[config.mk]
export PLATFORM = sky130hd
export DESIGN_NAME = debouncer_multi
export DESIGN_NICKNAME = d
export VERILOG_FILES = /design/src/rtl/debouncer_multi.sv
export SDC_FILE = /design/constraint.sdc
export NUM_CORES = 1
export LEC_CHECK = 0
export BUFFER_PORTS_ARGS = -buffer_cell sky130_fd_sc_hd__buf_4
export CAP_MARGIN = 40
export CORE_AREA = 4 4 123 125
export CTS_CLUSTER_SIZE = 24
export DETAILED_ROUTE_END_ITERATION = 6
export DIE_AREA = 0 0 127 129
export PLACE_DENSITY = 0.67
export REMOVE_ABC_BUFFERS = 1
export SETUP_SLACK_MARGIN = 0.05
export SYNTH_ARGS = -nofsm -noshare
export SYNTH_HDL_FRONTEND = slang
export SYNTH_SLANG_ARGS = --single-unit
[constraint.sdc]
create_clock -name clk -period 2.7 [get_ports clk]
set_clock_uncertainty 0.2 [all_clocks]
set_input_delay 0.27 -clock clk [delete_from_list [all_inputs] [get_ports clk]]
set_output_delay 0.27 -clock clk [all_outputs]
set_load 0.01 [all_outputs]
[src/rtl/debouncer_multi.sv]
// ----------------------------------------------------------------------------
// debouncer_multi
//
// Multi-channel switch debouncer. Each of the N_CH raw switch inputs passes
// through a SYNC_STAGES-deep synchroniser. It then goes through a four-state
// stability FSM with a saturating run counter. The FSM drives a clean level,
// one-cycle rise/fall event pulses and a toggle latch. All outputs come
// straight from flops, so there is no combinational path from sw_i to any
// output.
//
// Ports:
//   clk           system clock
//   rst           asynchronous active-high reset
//   sw_i          [N_CH]  raw asynchronous switch inputs
//   cfg_cycles_i  [CNT_W] stable-sample threshold (0 behaves as 1), read
//                         every cycle
//   db_o          [N_CH]  debounced level per channel
//   rise_o        [N_CH]  one-cycle pulse on the cycle db_o goes 0->1
//   fall_o        [N_CH]  one-cycle pulse on the cycle db_o goes 1->0
//   toggle_o      [N_CH]  flips on every rise_o of its channel
//   busy_o                high while any channel is checking a new level
// ----------------------------------------------------------------------------
module debouncer_multi #(
    parameter int   N_CH        = 4,
    parameter int   CNT_W       = 16,
    parameter int   SYNC_STAGES = 2,
    parameter logic INIT_LEVEL  = 1'b0
) (
    input  logic             clk,
    input  logic             rst,
    input  logic [N_CH-1:0]  sw_i,
    input  logic [CNT_W-1:0] cfg_cycles_i,
    output logic [N_CH-1:0]  db_o,
    output logic [N_CH-1:0]  rise_o,
    output logic [N_CH-1:0]  fall_o,
    output logic [N_CH-1:0]  toggle_o,
    output logic             busy_o
);

    typedef enum logic [1:0] {
        STABLE_LO = 2'd0,
        CHECK_HI  = 2'd1,
        STABLE_HI = 2'd2,
        CHECK_LO  = 2'd3
    } state_t;

    localparam state_t RESET_STATE = INIT_LEVEL ? STABLE_HI : STABLE_LO;

    // The counter holds the number of matching samples seen *before* the
    // current one. A level is therefore accepted once cnt >= thr-1, which
    // counts the sample being evaluated now. A zero threshold is treated as
    // one, so thr-1 is 0 in both cases and never underflows.
    logic [CNT_W-1:0] w_thrMinus1;
    assign w_thrMinus1 = (cfg_cycles_i == '0) ? '0 : cfg_cycles_i - CNT_W'(1);

    logic [N_CH-1:0] w_checkNext;

    genvar ch;
    generate
        for (ch = 0; ch < N_CH; ch++) begin : g_ch
            logic [SYNC_STAGES-1:0] r_sync;
            logic                   w_swS;
            state_t                 r_state;
            state_t                 w_stateNext;
            logic [CNT_W-1:0]       r_cnt;
            logic [CNT_W-1:0]       w_cntNext;
            logic [CNT_W-1:0]       w_cntInc;
            logic                   w_thrReached;
            logic                   r_db;
            logic                   w_dbNext;
            logic                   r_rise;
            logic                   w_riseNext;
            logic                   r_fall;
            logic                   w_fallNext;
            logic                   r_tog;
            logic                   w_togNext;

            // Synchroniser shift chain; the MSB is the settled sample.
            always_ff @(posedge clk or posedge rst) begin
                if (rst) begin
                    r_sync <= {SYNC_STAGES{INIT_LEVEL}};
                end else begin
                    r_sync <= {r_sync[SYNC_STAGES-2:0], sw_i[ch]};
                end
            end

            assign w_swS        = r_sync[SYNC_STAGES-1];
            // Saturate rather than wrap so that a huge threshold cannot be
            // met by accident after an overflow.
            assign w_cntInc     = (r_cnt == '1) ? r_cnt : r_cnt + CNT_W'(1);
            assign w_thrReached = (r_cnt >= w_thrMinus1);

            // Next-state, counter and registered-output logic of the
            // channel's stability FSM.
            always_comb begin
                w_stateNext = r_state;
                w_cntNext   = r_cnt;
                w_dbNext    = r_db;
                w_riseNext  = 1'b0;
                w_fallNext  = 1'b0;
                w_togNext   = r_tog;

                unique case (r_state)
                    STABLE_LO: begin
                        if (w_swS) begin
                            if (w_thrMinus1 == '0) begin
                                w_stateNext = STABLE_HI;
                                w_dbNext    = 1'b1;
                                w_riseNext  = 1'b1;
                                w_togNext   = ~r_tog;
                                w_cntNext   = '0;
                            end else begin
                                w_stateNext = CHECK_HI;
                                w_cntNext   = CNT_W'(1);
                            end
                        end
                    end
                    CHECK_HI: begin
                        if (!w_swS) begin
                            w_stateNext = STABLE_LO;
                            w_cntNext   = '0;
                        end else if (w_thrReached) begin
                            w_stateNext = STABLE_HI;
                            w_dbNext    = 1'b1;
                            w_riseNext  = 1'b1;
                            w_togNext   = ~r_tog;
                            w_cntNext   = '0;
                        end else begin
                            w_cntNext   = w_cntInc;
                        end
                    end
                    STABLE_HI: begin
                        if (!w_swS) begin
                            if (w_thrMinus1 == '0) begin
                                w_stateNext = STABLE_LO;
                                w_dbNext    = 1'b0;
                                w_fallNext  = 1'b1;
                                w_cntNext   = '0;
                            end else begin
                                w_stateNext = CHECK_LO;
                                w_cntNext   = CNT_W'(1);
                            end
                        end
                    end
                    CHECK_LO: begin
                        if (w_swS) begin
                            w_stateNext = STABLE_HI;
                            w_cntNext   = '0;
                        end else if (w_thrReached) begin
                            w_stateNext = STABLE_LO;
                            w_dbNext    = 1'b0;
                            w_fallNext  = 1'b1;
                            w_cntNext   = '0;
                        end else begin
                            w_cntNext   = w_cntInc;
                        end
                    end
                    default: begin
                        w_stateNext = RESET_STATE;
                        w_cntNext   = '0;
                    end
                endcase
            end

            // State, counter and output registers of the channel.
            always_ff @(posedge clk or posedge rst) begin
                if (rst) begin
                    r_state <= RESET_STATE;
                    r_cnt   <= '0;
                    r_db    <= INIT_LEVEL;
                    r_rise  <= 1'b0;
                    r_fall  <= 1'b0;
                    r_tog   <= 1'b0;
                end else begin
                    r_state <= w_stateNext;
                    r_cnt   <= w_cntNext;
                    r_db    <= w_dbNext;
                    r_rise  <= w_riseNext;
                    r_fall  <= w_fallNext;
                    r_tog   <= w_togNext;
                end
            end

            assign w_checkNext[ch] = (w_stateNext == CHECK_HI) ||
                                     (w_stateNext == CHECK_LO);
            assign db_o[ch]        = r_db;
            assign rise_o[ch]      = r_rise;
            assign fall_o[ch]      = r_fall;
            assign toggle_o[ch]    = r_tog;
        end
    endgenerate

    // busy is loaded from the next-state decode, so it is a flop that stays
    // aligned with the state registers rather than lagging them by a cycle.
    logic r_busy;
    always_ff @(posedge clk or posedge rst) begin
        if (rst) begin
            r_busy <= 1'b0;
        end else begin
            r_busy <= |w_checkNext;
        end
    end

    assign busy_o = r_busy;

endmodule

* Word level (Yosys, flattened, before mapping)
Cells that the tools add are included.
Storage, ports and cells: memory bits (writable) 0, logic and storage cells 264, flip-flop bits (word level) 97, input bits 22, ROM bits 0, latch bits 0, output and inout bits 17, memories 0
Operators by class: divide/modulo/power cells 0, muxes and demuxes 139, bitwise gates (word level) 4, add/sub/neg operators 5, reductions and logical operators 27, $lt $le $gt $ge 4, shift operators 0, eq/ne operators 56, multipliers 0
Operators by type and width (count):
- $mux 16 | 25
- $pmux 16 s4 | 4
- $add 16x1->16 const B | 4
- $eq 16x16->1 const B | 4
- $ge 16x16->1 | 4
- $mux 1 | 64
- $ne 2x2->1 const B | 32
- $mux 2 | 26
- $logic_not 16->1 | 2
- $pmux 2 s4 | 4
- $reduce_and 8->1 | 4
- $eq 2x2->1 const B | 12
- $pmux 1 s2 | 12
- $reduce_and 5->1 | 4
- $eq 2x1->1 const B | 8
- $pmux 1 s4 | 4
- $sub 16x1->16 const B | 1
- $logic_not 2->1 | 4
- $reduce_and 2->1 | 4
- $reduce_bool 2->1 | 4
- $logic_or 1x1->1 | 4
- $not 1->1 | 4
- $reduce_or 4->1 | 1

* Longest topological paths before layout
Gate-level depths: netlist (run 1).
depth in word-level cells 9, mapped depth 19, mapped depth without buffers 16

* Worst setup path after synthesis (run 1)
Ideal clock, no wire load.
path type in2reg, start in cfg_cycles_i[2], end reg g_ch[0].r_cnt[15], data required time 2423 ps, arrival 3802 ps, slack -1379 ps, setup time 77 ps, path buffers 4, stages on the path 16, cell sequence buf_2 or4_4 nor4_1 nand3_1 clkbuf_1 nand2_1 ha_1 a2111oi_0 nor3_1 a211oi_1 o21ai_0 nor2b_1 clkbuf_1 clkbuf_1 o31ai_1 a21oi_1
Between the ends: longest elaborated chain between the ends 6, elaborated cells between the ends (all ways) 8, those cells by class 1 x add/sub; 1 x order compare; 5 x mux; 1 x reduce/logical
RTL lines:
- start, declared | RTL line 32 | input logic [CNT_W-1:0] cfg_cycles_i,
- $sub 16x1->16 or $logic_not 16->1 (tied branches) | RTL line 54 | assign w_thrMinus1 = (cfg_cycles_i == '0) ? '0 : cfg_cycles_i - CNT_W'(1);
- $mux 16 (*) | RTL line 54
- $ge 16x16->1 (*) | RTL line 91 | assign w_thrReached = (r_cnt >= w_thrMinus1);
- $mux 16 (*) | RTL line 122, 149
- $mux 16, on equally long branches | RTL line 146, 119
- $pmux 16 s4 (*) | RTL line 103 | unique case (r_state)
- end signal, assigned | RTL line 176 | r_cnt <= w_cntNext;
- end, declared | RTL line 65 | logic [CNT_W-1:0] r_cnt;
Mark *: on every way between the ends. The rest lies on a longest branch, timed or not. A chain may end at the register's enable or synchronous reset.

* Worst setup path after layout (run 1)
start in cfg_cycles_i[2], end reg g_ch[0].r_cnt[5]
Same word-level chain as after synthesis.

==> results of run 1 <==
-- logic make-up after synthesis --
| logic type | synth area share, % |
|---|---|
| XOR/XNOR | 3.182 |
| multiplexers | 0.9273 |
| flip-flops | 35.27 |
| buffers and inverters | 4.818 |
| AND/OR/NAND/NOR | 22.04 |
| AO/OA/AOI/OAI | 21.04 |
| adder cells (fa/ha/maj) | 12.73 |
-- stage by stage --
step	utilization (%)	setup WS (ns)	hold WS [ns]	area, um^2
after floorplan	-	-1.810	0.1014	6659
after global placement	58.45	-1.411	0.1151	8113
after detailed placement	58.45	-1.414	0.1197	8113
after CTS	74.75	-0.7052	0.1583	10380
after global routing	77.38	-1.012	0.1648	10740
final	77.38	-0.9205	0.1540	10740
-- final cells by class --
type,count,area (um^2),share of cell area (%)
clock buffers,10,229.0,2.132
multi-input cells,620,5495,51.16
repair buffers,217,2162,20.13
well taps,180,225.2,2.097
flip-flops and latches,97,2427,22.60
inverters,29,111.4,1.037
clock inverters,6,90.09,0.8388
-- worst max-delay path, delay by kind of cell --
kind | cells | cell delay (ns)
buffers and inverters | 6 | 0.79
AO/OA/AOI/OAI | 6 | 1.18
AND/OR/NAND/NOR | 5 | 1.19
adder cells (fa/ha/maj) | 1 | 0.22
-- power by group through the flow --
stage,combinational [mW],sequential [mW],clock [mW]
final,4.00,1.96,1.43
after global routing,4.23,1.99,1.50
after CTS,3.64,1.93,1.44
after detailed placement,2.32,1.93,0
after global placement,2.23,1.92,0
after floorplan,1.29,1.94,0
-- worst paths after layout --
path / slack [ns] / start / endpoint
setup / recovery: -0.92 / cfg_cycles_i[2] / g_ch[0].r_cnt[5]
hold / removal: 0.15 / g_ch[2].r_sync[0] / g_ch[2].r_sync[1]
setup reg to reg: -0.06 / g_ch[0].r_cnt[5] / g_ch[0].r_cnt[5]
hold reg to reg: 0.15 / g_ch[2].r_sync[0] / g_ch[2].r_sync[1]
max in group asynchronous: 1.40 / rst / g_ch[3].r_cnt[0]
min in group asynchronous: 0.29 / rst / g_ch[2].r_cnt[12]
-- per-layer routing --
metal  up-vias  GRT usage [%]  share of wire [%]
met4         0          15.84                5.4
met5         -              0                  0
met1      3652          36.99                 38
met3       122          5.147                6.7
li1       3306              -                  -
met2       419          51.28                 50
-- cell usage after synthesis, types with 15 or more instances --
cell       n
buf_4     17
nand4_1   15
a31oi_1   30
ha_1      70
a21oi_1   58
clkbuf_1  16
inv_1     29
nand3_1   39
and3_1    19
nand2_1   84
o21ai_0   48
dfrtp_1   97
nor3_1    21
nor2_1    51
-- registers in the layout, indices dropped and copies added (netlist names) --
signal and count:
g_ch.r_state 8, busy_o 1, g_ch.r_tog 4, g_ch.r_db 4, g_ch.r_cnt 64, g_ch.r_sync 8
g_ch.r_rise 4, g_ch.r_fall 4
-- what timing repair did --
| action | CTS | global route |
|---|---|---|
| setup endpoints to repair | 89 | 89 |
| setup buffers | 47 | 8 |
| cloned | 11 | 0 |
| pin swaps | 100 | 30 |
| hold endpoints to repair | 36 | 0 |
| resized for setup | 280 | 70 |
| hold buffers | 5 | 0 |
==> flow_summary.json, run 1 <==
{
  "start_util_pct": 49.58,
  "viasPerCell": 6.470,
  "slowest_stage": "or4_4",
  "drtIter0Drc": 740,
  "seqPwrFrac_pct": 26.5,
  "hold_class": "reg -> reg",
  "p_sw_mw": 2.831,
  "final.setup.tns_ns": -60.84,
  "combinationalPowerShare_pct": 54.1,
  "netlist_area_um2": 6882,
  "power.density_nw_per_um2": 688.4,
  "crit_path_cell_trace": "buf_6 -> or4_4 -> nor4_4 -> buf_6 -> nand3_4 -> nand2_4 -> buf_6 -> ha_4 -> a2111oi_4 -> o21ai_1 -> a211oi_2 -> o21ai_2 -> buf_6 -> nor2b_4 -> buf_6 -> buf_16 -> a21oi_2 -> a31oi_1",
  "crit_path_start_kind": "primary input",
  "p_sw_share_pct": 38.29,
  "placement.io_buffers": 38,
  "nets": 1066,
  "final_common_cell": "buf_4",
  "grt_max_degree": 48,
  "min_period_ns": 3.621,
  "cp_max_fo": 6,
  "ant_nets": 0,
  "finalHoldViolCount": 0,
  "antenna_found_initial": 0,
  "rsz0062_at_grt": "yes",
  "synthFlopType": "dfrtp_1",
  "crit_type": "in -> reg",
  "clockBufferDepth": 2,
  "drv_slew": 0,
  "final_cells": 1159,
  "final_cell_mix": "buf_4, dfrtp_1, buf_6, nand2_1, nor2_1",
  "wirelength_mm": 26.41,
  "pwr-share-clk_pct": 19.3,
  "synthCells": 784,
  "required_ns": 2.76,
  "setup_violations": 89,
  "synth_warnings": 0,
  "cellLeakagePower_nw": 4.754,
  "violations": "DRC, setup timing",
  "grt_pass1_wl_mm": 39.25,
  "die-area_um2": 16380,
  "tightestPinTransition_ns": 0.8634,
  "path_clk_slew_ns": 0.07,
  "via_count": 7499,
  "dpl.hpwl_mm": 15.12,
  "finalWorstSetupSlack_ns": -0.9205,
  "min_period_over_period_pct": 134.1,
  "synth_area_leaders": "dfrtp_1, ha_1, nand2_1",
  "crit_top_cell": "buf_6",
  "max_freq_mhz": 276.2,
  "placementRows": 43,
  "dpl.cell_count": 1081,
  "gp_congestion": 0.9437,
  "grt_pass1_vias": 7505,
  "die_x_um": 127,
  "ys_seq_area_share_pct": 35.27,
  "slew_headroom_pct": 42.22,
  "drc_errors": 1,
  "syn_area_per_cell_um2": 8.778,
  "vdd_ir_drop_max_mv": 0.6118,
  "max_cap_violations": 0,
  "pin_count": 39,
  "clk_latency_ns": 0.36,
  "yosysTopAreaCellShare_pct": 35.27,
  "overflow": 0,
  "root_buffer": "clkbuf_16",
  "crit_arrival_ns": 3.68,
  "diodes": 0,
  "htree_levels": 3,
  "fill_cells": 796,
  "layout-drive-gt1-share_pct": 42.90,
  "coreArea_um2": 13880,
  "synth_edf_count": 0,
  "cp-end-kind": "flip-flop",
  "grt_usage_pct": 30.22,
  "synth.distinct_cells": 66,
  "drt-pass1-iter-count": 7,
  "area_growth_syn_to_layout_pct": 56.07,
  "yosys.area.top_type": "dfrtp_1",
  "synth-seq-cells": 97,
  "power.total_mw": 7.393,
  "hold_path_depth": 0,
  "cts_tree": "yes",
  "cts.sinks": 97,
  "wl_per_cell_um": 22.79,
  "internal_power_mw": 4.562,
  "critPathMaxStageDelay_ns": 0.58,
  "status": "complete, but fails checks",
  "numCtsBuffers": 9,
  "rr_worst_depth": 11,
  "die_height_um": 129,
  "async_flop_share_pct": 100.0
}
No activity file was read; power rests on OpenSTA's default activity.
==> run 2, diff against run 1 <==
TNS_END_PERCENT = 20   (was not set)
==> run 2 against run 1 <==
The run ends with setup timing left. Routed wire length is 11% lower. Largest cell class unchanged. Sequential cell count unchanged. Clock power is essentially flat. First-iteration DRC count shrank 15%. Largest power group unchanged. Core utilization fell by 4.4 points. Worst hold slack got worse by 0.00093 ns. Setup slack gained 0.061 ns. Register-to-register slack better by 0.08 ns.
==> flow_summary.json, run 2 (same netlist as run 1, synthesis figures left out) <==
{
  "status": "complete, but fails checks",
  "violations": "setup timing",
  "tightestPinTransition_ns": 0.7528,
  "clockBufferDepth": 2,
  "setup_violations": 89,
  "clk_latency_ns": 0.36,
  "viasPerCell": 6.289,
  "critPathMaxStageDelay_ns": 0.36,
  "final_common_cell": "buf_4",
  "numCtsBuffers": 9,
  "ant_nets": 0,
  "slew_headroom_pct": 49.63,
  "overflow": 0,
  "hold_ws_ns": 0.1531,
  "cp_max_fo": 6,
  "rsz0062_at_grt": "yes",
  "power.density_nw_per_um2": 673.1,
  "seqPwrFrac_pct": 28.4,
  "via_count": 7214,
  "wl_per_cell_um": 20.43,
  "die_x_um": 127,
  "path_buf_inv": 9,
  "pin_count": 39,
  "top_register": "g_ch.r_cnt",
  "cts.sinks": 97,
  "cp-end-kind": "flip-flop",
  "layout-drive-gt1-share_pct": 37.64,
  "largest_reg_flops": 64,
  "p_sw_mw": 2.574,
  "crit_arrival_ns": 3.64,
  "die-area_um2": 16380,
  "required_ns": 2.78,
  "p_sw_share_pct": 37.74,
  "wirelength_mm": 23.43,
  "top_regs": "g_ch.r_cnt: 64 flops, g_ch.r_state: 8 flops, g_ch.r_sync: 8 flops",
  "finalWorstSetupSlack_ns": -0.8594,
  "start_util_pct": 49.58,
  "min_period_over_period_pct": 131.8,
  "crit_top_cell": "buf_4",
  "use_met1_pct": 34.34,
  "internal_power_mw": 4.247,
  "path_clk_slew_ns": 0.07,
  "diodes": 0,
  "slowest_stage": "or3_4",
  "drtIter0Drc": 626,
  "final_cell_mix": "buf_4, dfrtp_1, nand2_1, ha_1, nor2_1",
  "die_height_um": 129,
  "crit_path_start_kind": "primary input",
  "cellLeakagePower_nw": 4.559,
  "dpl.hpwl_mm": 15.12,
  "vdd_ir_drop_max_mv": 0.6526,
  "min_period_ns": 3.559,
  "crit_path_cell_trace": "buf_4 -> inv_2 -> ha_4 -> buf_4 -> inv_1 -> or3_4 -> xnor2_4 -> nand2_8 -> buf_12 -> ha_4 -> buf_4 -> a2111oi_4 -> nor3_2 -> a211oi_2 -> o21ai_2 -> buf_6 -> nor2b_4 -> buf_6 -> buf_16 -> a21oi_2 -> a31oi_1",
  "grt_max_degree": 48,
  "htree_levels": 3,
  "antenna_found_initial": 0,
  "path_delay_family": "buffers and inverters",
  "coreArea_um2": 13880,
  "grt_pass1_vias": 6973,
  "met2_usage_pct": 46.23,
  "top_usage_layer": "met2",
  "root_buffer": "clkbuf_16",
  "drc_errors": 0,
  "max_freq_mhz": 281.0,
  "placementRows": 43,
  "place_ws_ns": -1.414,
  "combinationalPowerShare_pct": 50.7,
  "grt_usage_pct": 27.24,
  "crit_type": "in -> reg",
  "pwr-share-clk_pct": 20.8,
  "final.setup.tns_ns": -59.59,
  "hold_class": "reg -> reg",
  "gp_congestion": 0.9437,
  "fin_util_pct": 73.01,
  "grt_pass1_wl_mm": 35.47,
  "grt_use_met3_pct": 4.068,
  "finalHoldViolCount": 0,
  "nets": 1054,
  "max_cap_violations": 0,
  "drt-pass1-iter-count": 5,
  "area_growth_syn_to_layout_pct": 47.27,
  "cts_tree": "yes",
  "drv_slew": 0,
  "placement.io_buffers": 38
}
## run 2: changes by cell type in the layout (fill, tap and decap cells not counted), moves of 6 or more
cell     delta
a21oi_2    -11
buf_6      -26
buf_4      +19
nand2_1     +6
a21oi_1    +13
ha_4        -6
## run 2: layout make-up
type | count | area (um^2)
clock buffer | 10 | 229.0
clock inverter | 6 | 90.09
fill | 930 | 3746
inverter | 29 | 111.4
multi-input combinational | 620 | 5172
sequential | 97 | 2427
tap | 180 | 225.2
timing repair buffer | 205 | 1879
## run 2: through the flow
step                area, um^2  total power [mW]  cells
finish                   10130             6.821   1147
global route             10130             7.183   1147
CTS                       9577             6.337   1132
detailed placement        8113             4.245   1081
global placement          8113             4.156   1081
floorplan                 6659             3.231    746
## run 2: repair_timing
item,in CTS,in global routing
setup endpoints to repair,89,89
gates cloned,4,2
pin swaps,68,34
hold endpoints to repair,36,0
buffers inserted,27,18
hold buffers,5,0
gates resized for setup,172,89
## run 2: power by group through the flow
stage | clock network [mW] | registers, mW | logic [mW]
CTS | 1.44 | 1.92 | 2.97
finish | 1.42 | 1.94 | 3.46
global placement | 0 | 1.92 | 2.23
global route | 1.50 | 1.97 | 3.71
detailed placement | 0 | 1.93 | 2.32
floorplan | 0 | 1.94 | 1.29
## run 2: path summary, 6_finish.rpt
kind,start,endpoint,slack [ns],cells after the start
setup / recovery,cfg_cycles_i[0],g_ch[0].r_cnt[3],-0.86,21
hold / removal,g_ch[2].r_sync[0],g_ch[2].r_sync[1],0.15,0
setup reg to reg,g_ch[0].r_cnt[5],g_ch[0].r_cnt[3],0.02,11
hold reg to reg,g_ch[2].r_sync[0],g_ch[2].r_sync[1],0.15,0
max in group asynchronous,rst,g_ch[3].r_cnt[2],1.39,4
min in group asynchronous,rst,g_ch[2].r_cnt[4],0.29,3
## run 2: layer usage
layer	vias up	wire length [um]
met5	-	0
met4	0	1061
met3	80	1410
met2	319	11630
met1	3529	9327
li1	3286	-
